### src/rtl/seq_magnitude_comparator.sv
// Multi-cycle MSB-first magnitude comparator, DIGIT bits per clock, early exit on first differing digit.
// Unsigned or two's-complement per operation; start/busy/done handshake with held result flags.
module seq_magnitude_comparator #(
  parameter int WIDTH  = 8,
  parameter int DIGIT  = 2,
  localparam int NCHUNK = WIDTH / DIGIT,
  localparam int CW     = $clog2(NCHUNK + 1)
) (
  input  logic             clk,
  input  logic             rst,
  input  logic             start,
  input  logic             signed_mode,
  input  logic [WIDTH-1:0] a,
  input  logic [WIDTH-1:0] b,
  output logic             busy,
  output logic             done,
  output logic             gt,
  output logic             eq,
  output logic             lt,
  output logic [CW-1:0]    cycles
);

  typedef enum logic {IDLE, RUN} state_t;

  localparam logic [CW-1:0]    LAST = CW'(NCHUNK - 1);
  localparam logic [WIDTH-1:0] MSB  = {1'b1, {(WIDTH-1){1'b0}}};

  state_t           state, state_n;
  logic [WIDTH-1:0] ra, rb, ra_n, rb_n;
  logic [CW-1:0]    idx, idx_n, cycles_n;
  logic             done_n, gt_n, eq_n, lt_n;
  logic [DIGIT-1:0] ca, cb;

  // Captured operands shift left each cycle, so the active digit is always at the top.
  assign ca   = ra[WIDTH-1 -: DIGIT];
  assign cb   = rb[WIDTH-1 -: DIGIT];
  assign busy = (state == RUN);

  always_ff @(posedge clk) begin
    if (rst) begin
      state  <= IDLE;
      ra     <= '0;
      rb     <= '0;
      idx    <= '0;
      done   <= 1'b0;
      gt     <= 1'b0;
      eq     <= 1'b0;
      lt     <= 1'b0;
      cycles <= '0;
    end else begin
      state  <= state_n;
      ra     <= ra_n;
      rb     <= rb_n;
      idx    <= idx_n;
      done   <= done_n;
      gt     <= gt_n;
      eq     <= eq_n;
      lt     <= lt_n;
      cycles <= cycles_n;
    end
  end

  always_comb begin
    state_n  = state;
    ra_n     = ra;
    rb_n     = rb;
    idx_n    = idx;
    done_n   = 1'b0;
    gt_n     = gt;
    eq_n     = eq;
    lt_n     = lt;
    cycles_n = cycles;
    case (state)
      IDLE: begin
        if (start) begin
          // Flipping both MSBs maps two's-complement order onto unsigned order.
          ra_n    = a ^ (signed_mode ? MSB : '0);
          rb_n    = b ^ (signed_mode ? MSB : '0);
          idx_n   = '0;
          state_n = RUN;
        end
      end
      RUN: begin
        if ((ca != cb) || (idx == LAST)) begin
          gt_n     = (ca > cb);
          eq_n     = (ca == cb);
          lt_n     = (ca < cb);
          cycles_n = idx + CW'(1);
          done_n   = 1'b1;
          state_n  = IDLE;
        end else begin
          idx_n = idx + CW'(1);
          ra_n  = ra << DIGIT;
          rb_n  = rb << DIGIT;
        end
      end
      default: state_n = IDLE;
    endcase
  end

endmodule

### config.mk
export PLATFORM = sky130hd
export DESIGN_NAME = seq_magnitude_comparator
export DESIGN_NICKNAME = d
export VERILOG_FILES = /design/src/rtl/seq_magnitude_comparator.sv
export SDC_FILE = /design/constraint.sdc
export NUM_CORES = 1
export LEC_CHECK = 0
export CAP_MARGIN = 10
export CORE_ASPECT_RATIO = 0.6
export CORE_MARGIN = 2
export CORE_UTILIZATION = 40
export CTS_CLUSTER_SIZE = 8
export DETAILED_ROUTE_END_ITERATION = 6
export PLACE_DENSITY_LB_ADDON = 0.25
export SYNTH_ARGS = -nofsm -noshare
export SYNTH_HDL_FRONTEND = slang
export SYNTH_SLANG_ARGS = --single-unit
### constraint.sdc
create_clock -name clk -period 2.4 [get_ports clk]
set_clock_uncertainty 0.2 [all_clocks]
set_input_delay 0.6 -clock clk [delete_from_list [all_inputs] [get_ports clk]]
set_output_delay 0.6 -clock clk [all_outputs]
set_load 0.005 [all_outputs]
-- After elaboration in Yosys (flattened, before gate mapping)
Cells that the tools add are included.
- multiplexer cells: 14
- equal/unequal tests: 5
- reduce and logical (&&, ||, !) cells: 4
- $lt $le $gt $ge: 2
- bitwise operators: 3
- add/subtract/negate cells: 1
- operator list (operator ; number):
    2-to-1 mux 8 bit ; 5
    one-hot mux 8 bit (2 select lines) ; 2
    bitwise XOR 8 bit ; 2
    2-to-1 mux 3 bit ; 2
    one-hot mux 3 bit (2 select lines) ; 1
    != test 2 bit (second input constant) ; 2
    AND reduction 2 bit ; 2
    adder 3 x 1 -> 3 bit (second input constant) ; 1
    equality test 3 x 2 -> 1 bit (second input constant) ; 1
    2-to-1 mux 1 bit ; 3
    equality test 2 bit ; 1
    > comparator 2 bit ; 1
    < comparator 2 bit ; 1
    != test 2 bit ; 1
    one-hot mux 1 bit (2 select lines) ; 1
    OR reduction 2 bit ; 1
    logical OR 1 bit ; 1
    NOT 1 bit ; 1
- flip-flop bits (word level): 27
- input port bits: 20

-- Depth between registers and ports, before layout
Gate-level depths: netlist (run 1).
- depth after elaboration: 4
- depth in mapped cells: 6

-- Least setup slack after synthesis (run 1)
Ideal clock, no wire load.
- path kind: register to register
- from: register idx[0]
- to: register ra[2]
- required time: 2063 ps
- buffers on the path: 1
- cell stages (with the launch flop): 7
- setup slack: 704 ps
- setup time: 137 ps
- data arrival time: 1359 ps
- clock period less this slack: 1696 ps
- cells stage by stage: dfxtp_1 ha_1 ha_1 nand4b_2 nand2_2 buf_4 a211oi_1
- word-level cells in the longest chain between the ends: 4
- RTL lines (item ; line ; source):
    from (decl) ; 30 ; logic [CW-1:0] idx, idx_n, cycles_n;
    from (signal assigned) ; 54 ; idx <= idx_n;
    equality test 3 x 2 -> 1 bit ; 84 ; if ((ca != cb) || (idx == LAST)) begin
    logical OR 1 bit ; 84 ;
    != test 2 bit (no line) ; - ;
    AND reduction 2 bit (no line) ; - ;
    to (signal assigned) ; 52 ; ra <= ra_n;
    to (decl) ; 29 ; logic [WIDTH-1:0] ra, rb, ra_n, rb_n;
Every way passes these cells.
A chain may end at the register's enable or synchronous reset.

-- Final worst setup path (run 1)
- from: register idx[0]
- to: register ra[3]
The elaborated chain is that of the path after synthesis.

==> results of run 1 <==
worst max-delay path, delay by kind of cell (launching register included):
kind,cells,cell delay (ns)
flip-flops,1,0.35
AO/OA/AOI/OAI,1,0.21
adder cells (fa/ha/maj),2,0.42
AND/OR/NAND/NOR,2,0.71
state kept, by name, indices dropped and copies added, names as in the netlist:
register  flops
rb            8
gt            1
cycles        3
done          1
lt            1
eq            1
ra            8
idx           3
busy          1
worst paths after layout:
check | to | slack [ns] | cells after the start
min reg2reg | ra[0]$_SDFFE_PP0P_ | 0.28 | 2
min | ra[0]$_SDFFE_PP0P_ | 0.28 | 2
max | ra[3]$_SDFFE_PP0P_ | 0.43 | 5
max reg2reg | ra[3]$_SDFFE_PP0P_ | 0.43 | 5
power breakdown:
group	internal, mW	total [mW]	switching [mW]
logic	0.136	0.288	0.152
registers	0.496	0.522	0.0256
clock network	0.118	0.262	0.144
cell type report:
cell class / instances / area share (%)
inverter: 4 / 0.946
timing repair buffer: 32 / 19.4
clock buffer: 3 / 2.60
multi-input combinational: 91 / 39.2
sequential: 27 / 34.0
tap: 42 / 3.31
clock inverter: 1 / 0.473
per-layer routing:
metal | global-route usage [%] | up-vias
met4 | 2.18 | 0
met5 | 0 | -
met2 | 27.7 | 26
li1 | - | 535
met1 | 22.7 | 496
met3 | 5.19 | 2
metrics by stage:
| stage | setup slack, ns | util [%] | area, µm² | hold WS, ns | instances |
|---|---|---|---|---|---|
| finish | 0.429 | 54.6 | 1590 | 0.278 | 200 |
| global route | 0.285 | 54.6 | 1590 | 0.309 | 200 |
| CTS | 0.417 | 54.6 | 1590 | 0.279 | 200 |
| detailed placement | 0.286 | 52.9 | 1540 | 0.265 | 196 |
| global placement | 0.352 | 52.9 | 1540 | 0.261 | 196 |
| floorplan | 0.704 | - | 1240 | 0.248 | 132 |
layout by cell type, fill, tap and decap left out:
cell type        instances
a211oi_1                 8
a211oi_2                 2
a21boi_0                 1
a21oi_1                 14
a311oi_1                 2
and2b_2                  1
and3b_1                  1
and4b_1                  1
buf_4                    5
clkbuf_8                 3
clkdlybuf4s50_1         27
clkinvlp_4               1
dfxtp_1                 27
ha_1                     4
inv_1                    3
inv_2                    1
mux2i_1                 10
nand2_1                  7
nand2_2                  1
nand2b_1                 5
nand3_1                  8
nand3b_1                 1
nand4b_2                 1
nor2b_1                  1
nor3_1                  12
o21ai_0                  6
o2bb2ai_1                2
or4_1                    1
xnor2_1                  2
cell families after synthesis:
kind of cell | after synthesis | synth area share [%]
mux | 10 | 8.05
fa+ha+maj | 4 | 4.02
buf+inv | 14 | 6.44
simple gates | 40 | 18.3
flops | 27 | 43.5
compound gates | 35 | 18.3
xor+xnor | 2 | 1.41
==> flow_summary.json, run 1 <==
{
  "outcome": "finished clean",
  "rsz0062_at_grt": "false",
  "peakVddDrop_mv": 0.366,
  "drive_gt1_share_pct": 9.49,
  "report.final.slew_viol_count": 0,
  "grt_usage_pct": 16.7,
  "min_period_over_period_pct": 82.1,
  "ys_ff_latch": 27,
  "ctsHoldBuffers": 0,
  "drtAntennaViolNets": 0,
  "vias_per_cell": 5.30,
  "vias": 1059,
  "synthArstFlopShare_pct": 0,
  "synth.distinct_cells": 30,
  "startpoint": "idx[0]$_SDFFE_PP0P_",
  "ys_seq_area_share_pct": 43.5,
  "clkTransAtPathRegs_ns": 0.08,
  "insertion_delay_ns": 0.28,
  "wl_met1_um": 1420,
  "max_stage_delay_ns": 0.61,
  "antenna_cells": 0,
  "post_cts_buffers": 0,
  "met3_length_um": 161,
  "multi_input_area_um2": 623,
  "powerDensity_nw_per_um2": 675,
  "worstPathCellList": "ha_1 > ha_1 > and4b_1 > nor3_1 > a211oi_1",
  "drc": 0,
  "max_freq_ghz": 0.507,
  "fin_nets": 183,
  "endpoint_kind": "register",
  "hold_class": "register to register",
  "slowest_stage": "and4b_1",
  "fin_crit_ns": 1.97,
  "min-delay-start": "ra[0]$_SDFFE_PP0P_",
  "first_pass_iters": 4,
  "initial_core_util_pct": 42.8,
  "synth_area_leaders": "dfxtp_1 (43%), mux2i_1 (8.0%), a21oi_1 (5.6%), nor3_1 (4.8%), a211oi_1 (4.8%)",
  "core_area_um2": 2910,
  "syn_to_final_growth_pct": 27.7,
  "cts-root-buf": "clkbuf_8",
  "crit_type": "register to register",
  "htreeDepth": 1,
  "grt_max_degree": 17,
  "drv_cap": 0,
  "highest_layer": "met4",
  "fp.dieH_um": 47.2,
  "synth_top_cell_by_area": "dfxtp_1",
  "cts_inserted_buffers": 3,
  "hold_viol_final": 0,
  "startpoint_type": "register",
  "synth_ff_type": "dfxtp_1",
  "wl_per_cell_um": 13.8,
  "cpMostUsedCell": "ha_1",
  "seq_area_um2": 541,
  "drtIter0Drc": 56,
  "antenna_found_initial": 0,
  "synth.most_common_cell": "dfxtp_1",
  "power_mw": 1.07,
  "tns_ns": 0,
  "cts_resized": 0,
  "slew_headroom_pct": 64.4,
  "netlist_area_um2": 1240,
  "first_global_vias": 1019,
  "dp_hpwl_um": 2030,
  "cp_max_fo": 13,
  "p_leak_nw": 0.557,
  "worstMarginPinSlew_ns": 0.534,
  "required_ns": 2.39,
  "die_w_um": 76.0,
  "wl_met2_um": 1160,
  "avgSynthCellArea_um2": 9.42,
  "gp_congestion": 0.759,
  "grt.overflow.total": 0,
  "cts_sinks": 27,
  "rr_startpoint": "idx[0]$_SDFFE_PP0P_",
  "setup_violations": 0,
  "yosysWarnings": 0,
  "synthTopCellsByCount": "dfxtp_1 (27), a21oi_1 (14), nor3_1 (12)",
  "io_pins": 28,
  "synth_edf_count": 0,
  "die-area_um2": 3590,
  "drt_wl_total_um": 2750,
  "grt_pass1_wl_um": 4640,
  "synth_nets": 156,
  "arrival_ns": 1.96,
  "cts_tree": "built",
  "io_buffers": 27,
  "fp-row-count": 15,
  "synth_top_area_share_pct": 43.5,
  "num-fill-cells": 279,
  "postSynthCellCount": 132,
  "clock_path_buffers": 2
}
(Power assumes the default switching activity.)
==> inputs of run 2 (changes only) <==
==> constraint.sdc (replaced) <==
create_clock -name clk -period 1.8 [get_ports clk]
set_clock_uncertainty 0.2 [all_clocks]
set_input_delay 0.45 -clock clk [delete_from_list [all_inputs] [get_ports clk]]
set_output_delay 0.45 -clock clk [all_outputs]
set_load 0.005 [all_outputs]
==> flow_summary.json, run 2 (synthesis results as in run 1) <==
{
  "outcome": "finished clean",
  "grt_max_degree": 17,
  "die_w_um": 76.0,
  "vias_per_cell": 5.26,
  "setup_violations": 0,
  "drtAntennaViolNets": 0,
  "utilization_pct": 57.6,
  "ctsHoldBuffers": 0,
  "path_delay_family": "buffers and inverters",
  "cp_max_fo": 2,
  "worstMarginPinSlew_ns": 0.279,
  "fin_crit_ns": 1.75,
  "io_pins": 28,
  "initial_core_util_pct": 42.8,
  "cts_sinks": 27,
  "num-fill-cells": 261,
  "power_mw": 1.48,
  "insertion_delay_ns": 0.27,
  "max_freq_ghz": 0.572,
  "grt.overflow.total": 0,
  "dp_hpwl_um": 2080,
  "whs_ns": 0.273,
  "syn_to_final_growth_pct": 34.8,
  "first_global_vias": 1033,
  "slew_headroom_pct": 81.2,
  "p_switching_uw": 436,
  "pwr-share-seq_pct": 47.3,
  "fp-row-count": 15,
  "slowest_stage": "clkdlybuf4s50_1",
  "drv_cap": 0,
  "seq_area_um2": 546,
  "drt_wl_total_um": 2860,
  "io_buffers": 27,
  "cts_inserted_buffers": 3,
  "rsz0062_at_grt": "false",
  "required_ns": 1.15,
  "worstPathCellList": "clkdlybuf4s50_1",
  "combPwrFrac_pct": 29.8,
  "powerDensity_nw_per_um2": 881,
  "grt_usage_pct": 16.5,
  "cts_tree": "built",
  "gp_congestion": 0.725,
  "vias": 1079,
  "wl_per_cell_um": 13.9,
  "core_area_um2": 2910,
  "p_int_mw": 1.04,
  "fp.dieH_um": 47.2,
  "antenna_found_initial": 0,
  "clock_path_buffers": 2,
  "cts-root-buf": "clkbuf_8",
  "p_leak_nw": 0.657,
  "layout_common_cells": "dfxtp_1 (23), clkdlybuf4s50_1 (23), a21oi_1 (13), nor3_1 (12), mux2i_1 (10)",
  "htreeDepth": 1,
  "worst-path-buf-inv": 1,
  "drc": 0,
  "place_ws_ns": 0.000340,
  "drive_gt1_share_pct": 17.2,
  "p_clk_share_pct": 22.9,
  "min_period_over_period_pct": 97.2,
  "startpoint_type": "register",
  "die-area_um2": 3590,
  "antenna_cells": 0,
  "multi_input_area_um2": 649,
  "endpoint_kind": "primary output",
  "clkTransAtPathRegs_ns": 0.09,
  "drtIter0Drc": 35,
  "max_stage_delay_ns": 0.50,
  "grt_pass1_wl_um": 4570,
  "arrival_ns": 1.10,
  "tns_ns": 0,
  "report.final.slew_viol_count": 0,
  "fin_ws_ns": 0.0509,
  "crit_type": "register to primary output",
  "first_pass_iters": 4,
  "fin_nets": 188,
  "top_regs": "ra x8, rb x8",
  "hold_viol_final": 0,
  "switching_share_pct": 29.5,
  "peakVddDrop_mv": 0.407,
  "hold_class": "register to register"
}
-- run 2: changes by cell type in the layout (fill, tap and decap cells not counted), sizes merged --
cell | before | now
buf | 5 | 10
clkdlybuf4s50 | 27 | 23
clkinv | 0 | 1
clkinvlp | 1 | 0
dlymetal6s2s | 0 | 4
-- run 2: cell type report --
type / count / share of cell area, %
inverters: 4 / 0.896
repair buffers: 37 / 21.9
multi-input cells: 91 / 38.7
clock buffers: 3 / 2.46
flip-flops and latches: 27 / 32.5
well taps: 42 / 3.13
clock inverters: 1 / 0.299
-- run 2: path summary, 6_finish.rpt --
check | from | to | slack, ns | cells after the start
max | gt$_SDFFE_PP0P_ | gt | 0.05 | 1
min | ra[0]$_SDFFE_PP0P_ | ra[0]$_SDFFE_PP0P_ | 0.27 | 2
max reg2reg | rb[7]$_SDFFE_PP0P_ | lt$_SDFFE_PP0P_ | 0.10 | 5
min reg2reg | ra[0]$_SDFFE_PP0P_ | ra[0]$_SDFFE_PP0P_ | 0.27 | 2
-- run 2: timing repair --
action | 4_1_cts | 5_1_grt
buffers inserted | 0 | 1
pin swaps | 0 | 2
gates resized for setup | 1 | 12
endpoints found under the setup margin | 1 | 21
-- run 2: stage by stage --
stage | cell area (µm²) | std cells
after detailed placement | 1580 | 200
after global routing | 1680 | 205
final | 1680 | 205
after global placement | 1580 | 200
after CTS | 1630 | 204
after floorplan | 1240 | 132
-- run 2: routing by layer --
metal  wire length [µm]  part of all wire (%)  vias to the layer above  global-route usage [%]
li1                   -                     -                      548                       -
met1               1440                    51                      511                    20.9
met2               1270                    44                       20                    28.7
met3                147                   5.1                        0                    5.77
met4                  0                     0                        0                    2.91
met5                  0                     0                        -                       0
-- run 2: power by group through the flow --
| stage | combinational, mW | sequential [mW] | clock [mW] |
|---|---|---|---|
| 2_1_floorplan | 0.267 | 0.702 | 0 |
| 3_3_place_gp | 0.408 | 0.708 | 0 |
| 3_5_place_dp | 0.417 | 0.710 | 0 |
| 4_1_cts | 0.420 | 0.696 | 0.349 |
| 5_1_grt | 0.486 | 0.707 | 0.379 |
| 6_report | 0.441 | 0.698 | 0.338 |
==> inputs of run 3 (changes only) <==
--- a/config.mk
+++ b/config.mk
@@ -11,7 +11,9 @@
 export CORE_UTILIZATION = 40
 export CTS_CLUSTER_SIZE = 8
 export DETAILED_ROUTE_END_ITERATION = 6
-export PLACE_DENSITY_LB_ADDON = 0.25
+export GPL_ROUTABILITY_DRIVEN = 0
+export GPL_TIMING_DRIVEN = 0
+export PLACE_DENSITY = 0.74
 export SYNTH_ARGS = -nofsm -noshare
 export SYNTH_HDL_FRONTEND = slang
 export SYNTH_SLANG_ARGS = --single-unit
==> flow_summary.json, run 3 (synthesis results as in run 1) <==
{
  "outcome": "finished clean",
  "cts_tree": "built",
  "worstPathCellList": "clkdlybuf4s50_1",
  "grt_max_degree": 15,
  "grt_usage_pct": 16.4,
  "multi_input_area_um2": 678,
  "htreeDepth": 1,
  "fp-row-count": 15,
  "wl_per_cell_um": 14.2,
  "combPwrFrac_pct": 31.1,
  "p_int_mw": 1.06,
  "io_pins": 28,
  "startpoint_type": "register",
  "peakVddDrop_mv": 0.395,
  "syn_to_final_growth_pct": 36.2,
  "p_leak_nw": 0.630,
  "path_delay_family": "buffers and inverters",
  "vias": 1107,
  "vias_per_cell": 5.35,
  "clkTransAtPathRegs_ns": 0.08,
  "max_stage_delay_ns": 0.49,
  "holdPathStages": 2,
  "slew_headroom_pct": 64.5,
  "min-delay-start": "ra[1]$_SDFFE_PP0P_",
  "cts-root-buf": "clkbuf_8",
  "first_pass_iters": 4,
  "hold_class": "register to register",
  "clock_path_buffers": 2,
  "min_period_over_period_pct": 97.4,
  "rr_startpoint": "idx[0]$_SDFFE_PP0P_",
  "drtIter0Drc": 44,
  "cp_max_fo": 2,
  "tns_ns": 0,
  "worstMarginPinSlew_ns": 0.533,
  "report.final.slew_viol_count": 0,
  "cts_inserted_buffers": 3,
  "rsz0062_at_grt": "false",
  "final_common_cell": "clkdlybuf4s50_1",
  "whs_ns": 0.271,
  "required_ns": 1.15,
  "antenna_cells": 0,
  "top_regs": "ra x8, rb x8",
  "insertion_delay_ns": 0.27,
  "rrSetupSlack_ns": 0.07,
  "first_global_vias": 997,
  "drtAntennaViolNets": 0,
  "utilization_pct": 58.2,
  "worst-path-stages": 1,
  "fin_crit_ns": 1.75,
  "drc": 0,
  "cts_sinks": 27,
  "p_clk_share_pct": 22.2,
  "layout_common_cells": "clkdlybuf4s50_1 (24), dfxtp_1 (22), a21oi_1 (13), nor3_1 (12), mux2i_1 (10)",
  "dp_hpwl_um": 2070,
  "crit_type": "register to primary output",
  "hold_viol_final": 0,
  "drv_cap": 0,
  "min_to": "ra[1]$_SDFFE_PP0P_",
  "fin_nets": 190,
  "die-area_um2": 3590,
  "grt.overflow.total": 0,
  "r2r_cells": 5,
  "antenna_found_initial": 0,
  "seq_area_um2": 547,
  "slowest_stage": "clkdlybuf4s50_1",
  "pwr-share-seq_pct": 46.7,
  "setup_violations": 0,
  "drt_wl_total_um": 2930,
  "drive_gt1_share_pct": 18.8,
  "ctsHoldBuffers": 0,
  "die_w_um": 76.0,
  "placed_area_um2": 1560,
  "worst-path-buf-inv": 1,
  "power_mw": 1.50,
  "powerDensity_nw_per_um2": 887,
  "core_area_um2": 2910,
  "switching_share_pct": 29.5,
  "p_switching_uw": 443,
  "io_buffers": 26,
  "grt_pass1_wl_um": 4540,
  "fp.dieH_um": 47.2,
  "num-fill-cells": 246,
  "endpoint_kind": "primary output",
  "fin_area_um2": 1690,
  "initial_core_util_pct": 42.8,
  "arrival_ns": 1.10,
  "timing.rr.end": "lt$_SDFFE_PP0P_",
  "max_freq_ghz": 0.570
}
-- run 3: changes by cell type in the layout (fill, tap and decap cells not counted), sizes merged --
| cell | delta |
|---|---|
| clkdlybuf4s50 | +1 |
| clkbuf | +3 |
| dlymetal6s2s | -2 |
| buf | +1 |
| clkinv | -1 |
-- run 3: per-stage QoR --
step	worst slack, ns	cells
after floorplan	0.104	132
after global placement	-0.0787	200
after detailed placement	-0.139	200
after CTS	0.00882	205
after global routing	0.00152	207
final	0.0471	207
-- run 3: final cells by class --
| cell class | count | area share (%) |
|---|---|---|
| plain buffers | 10 | 4.06 |
| well taps | 42 | 3.10 |
| clock buffers | 4 | 2.66 |
| flip-flops and latches | 27 | 32.3 |
| repair buffers | 29 | 17.0 |
| inverters | 4 | 0.886 |
| multi-input cells | 91 | 40.0 |
-- run 3: tightest hold or removal path: stages, from the launching register on --
cell and delay [ns]:
dfxtp_1 0.32, nand3_1 0.06, a21oi_1 0.06
-- run 3: timing repair --
action	CTS	global route
setup buffers	1	2
endpoints found under the setup margin	12	17
pin swaps	0	3
gates resized for setup	4	15
gates cloned	0	0
-- run 3: worst max path at each step --
stage | slack, ns | end | start
floorplan | 0.10 | ra[2]$_SDFFE_PP0P_ | idx[0]$_SDFFE_PP0P_
CTS | 0.009 | lt$_SDFFE_PP0P_ | rb[7]$_SDFFE_PP0P_
finish | 0.05 | cycles[2] | cycles[2]$_SDFFE_PP0P_
global route | 0.002 | lt$_SDFFE_PP0P_ | idx[0]$_SDFFE_PP0P_
detailed placement | -0.14 | ra[4]$_SDFFE_PP0P_ | idx[0]$_SDFFE_PP0P_
global placement | -0.08 | rb[6]$_SDFFE_PP0P_ | idx[0]$_SDFFE_PP0P_
-- run 3: power groups by stage --
stage               combinational, mW  clock (mW)  sequential, mW
floorplan                       0.267           0           0.702
global placement                0.386           0           0.706
detailed placement              0.401           0           0.710
CTS                             0.419       0.342           0.696
global route                    0.508       0.364           0.707
finish                          0.467       0.334           0.702
-- run 3: metal layers --
metal | vias up | GRT usage (%) | share of wire, %
met5 | - | 0 | 0
met4 | 0 | 3.27 | 0.27
met3 | 2 | 4.62 | 4.9
met2 | 23 | 26.3 | 44
met1 | 532 | 23.0 | 51
li1 | 550 | - | -
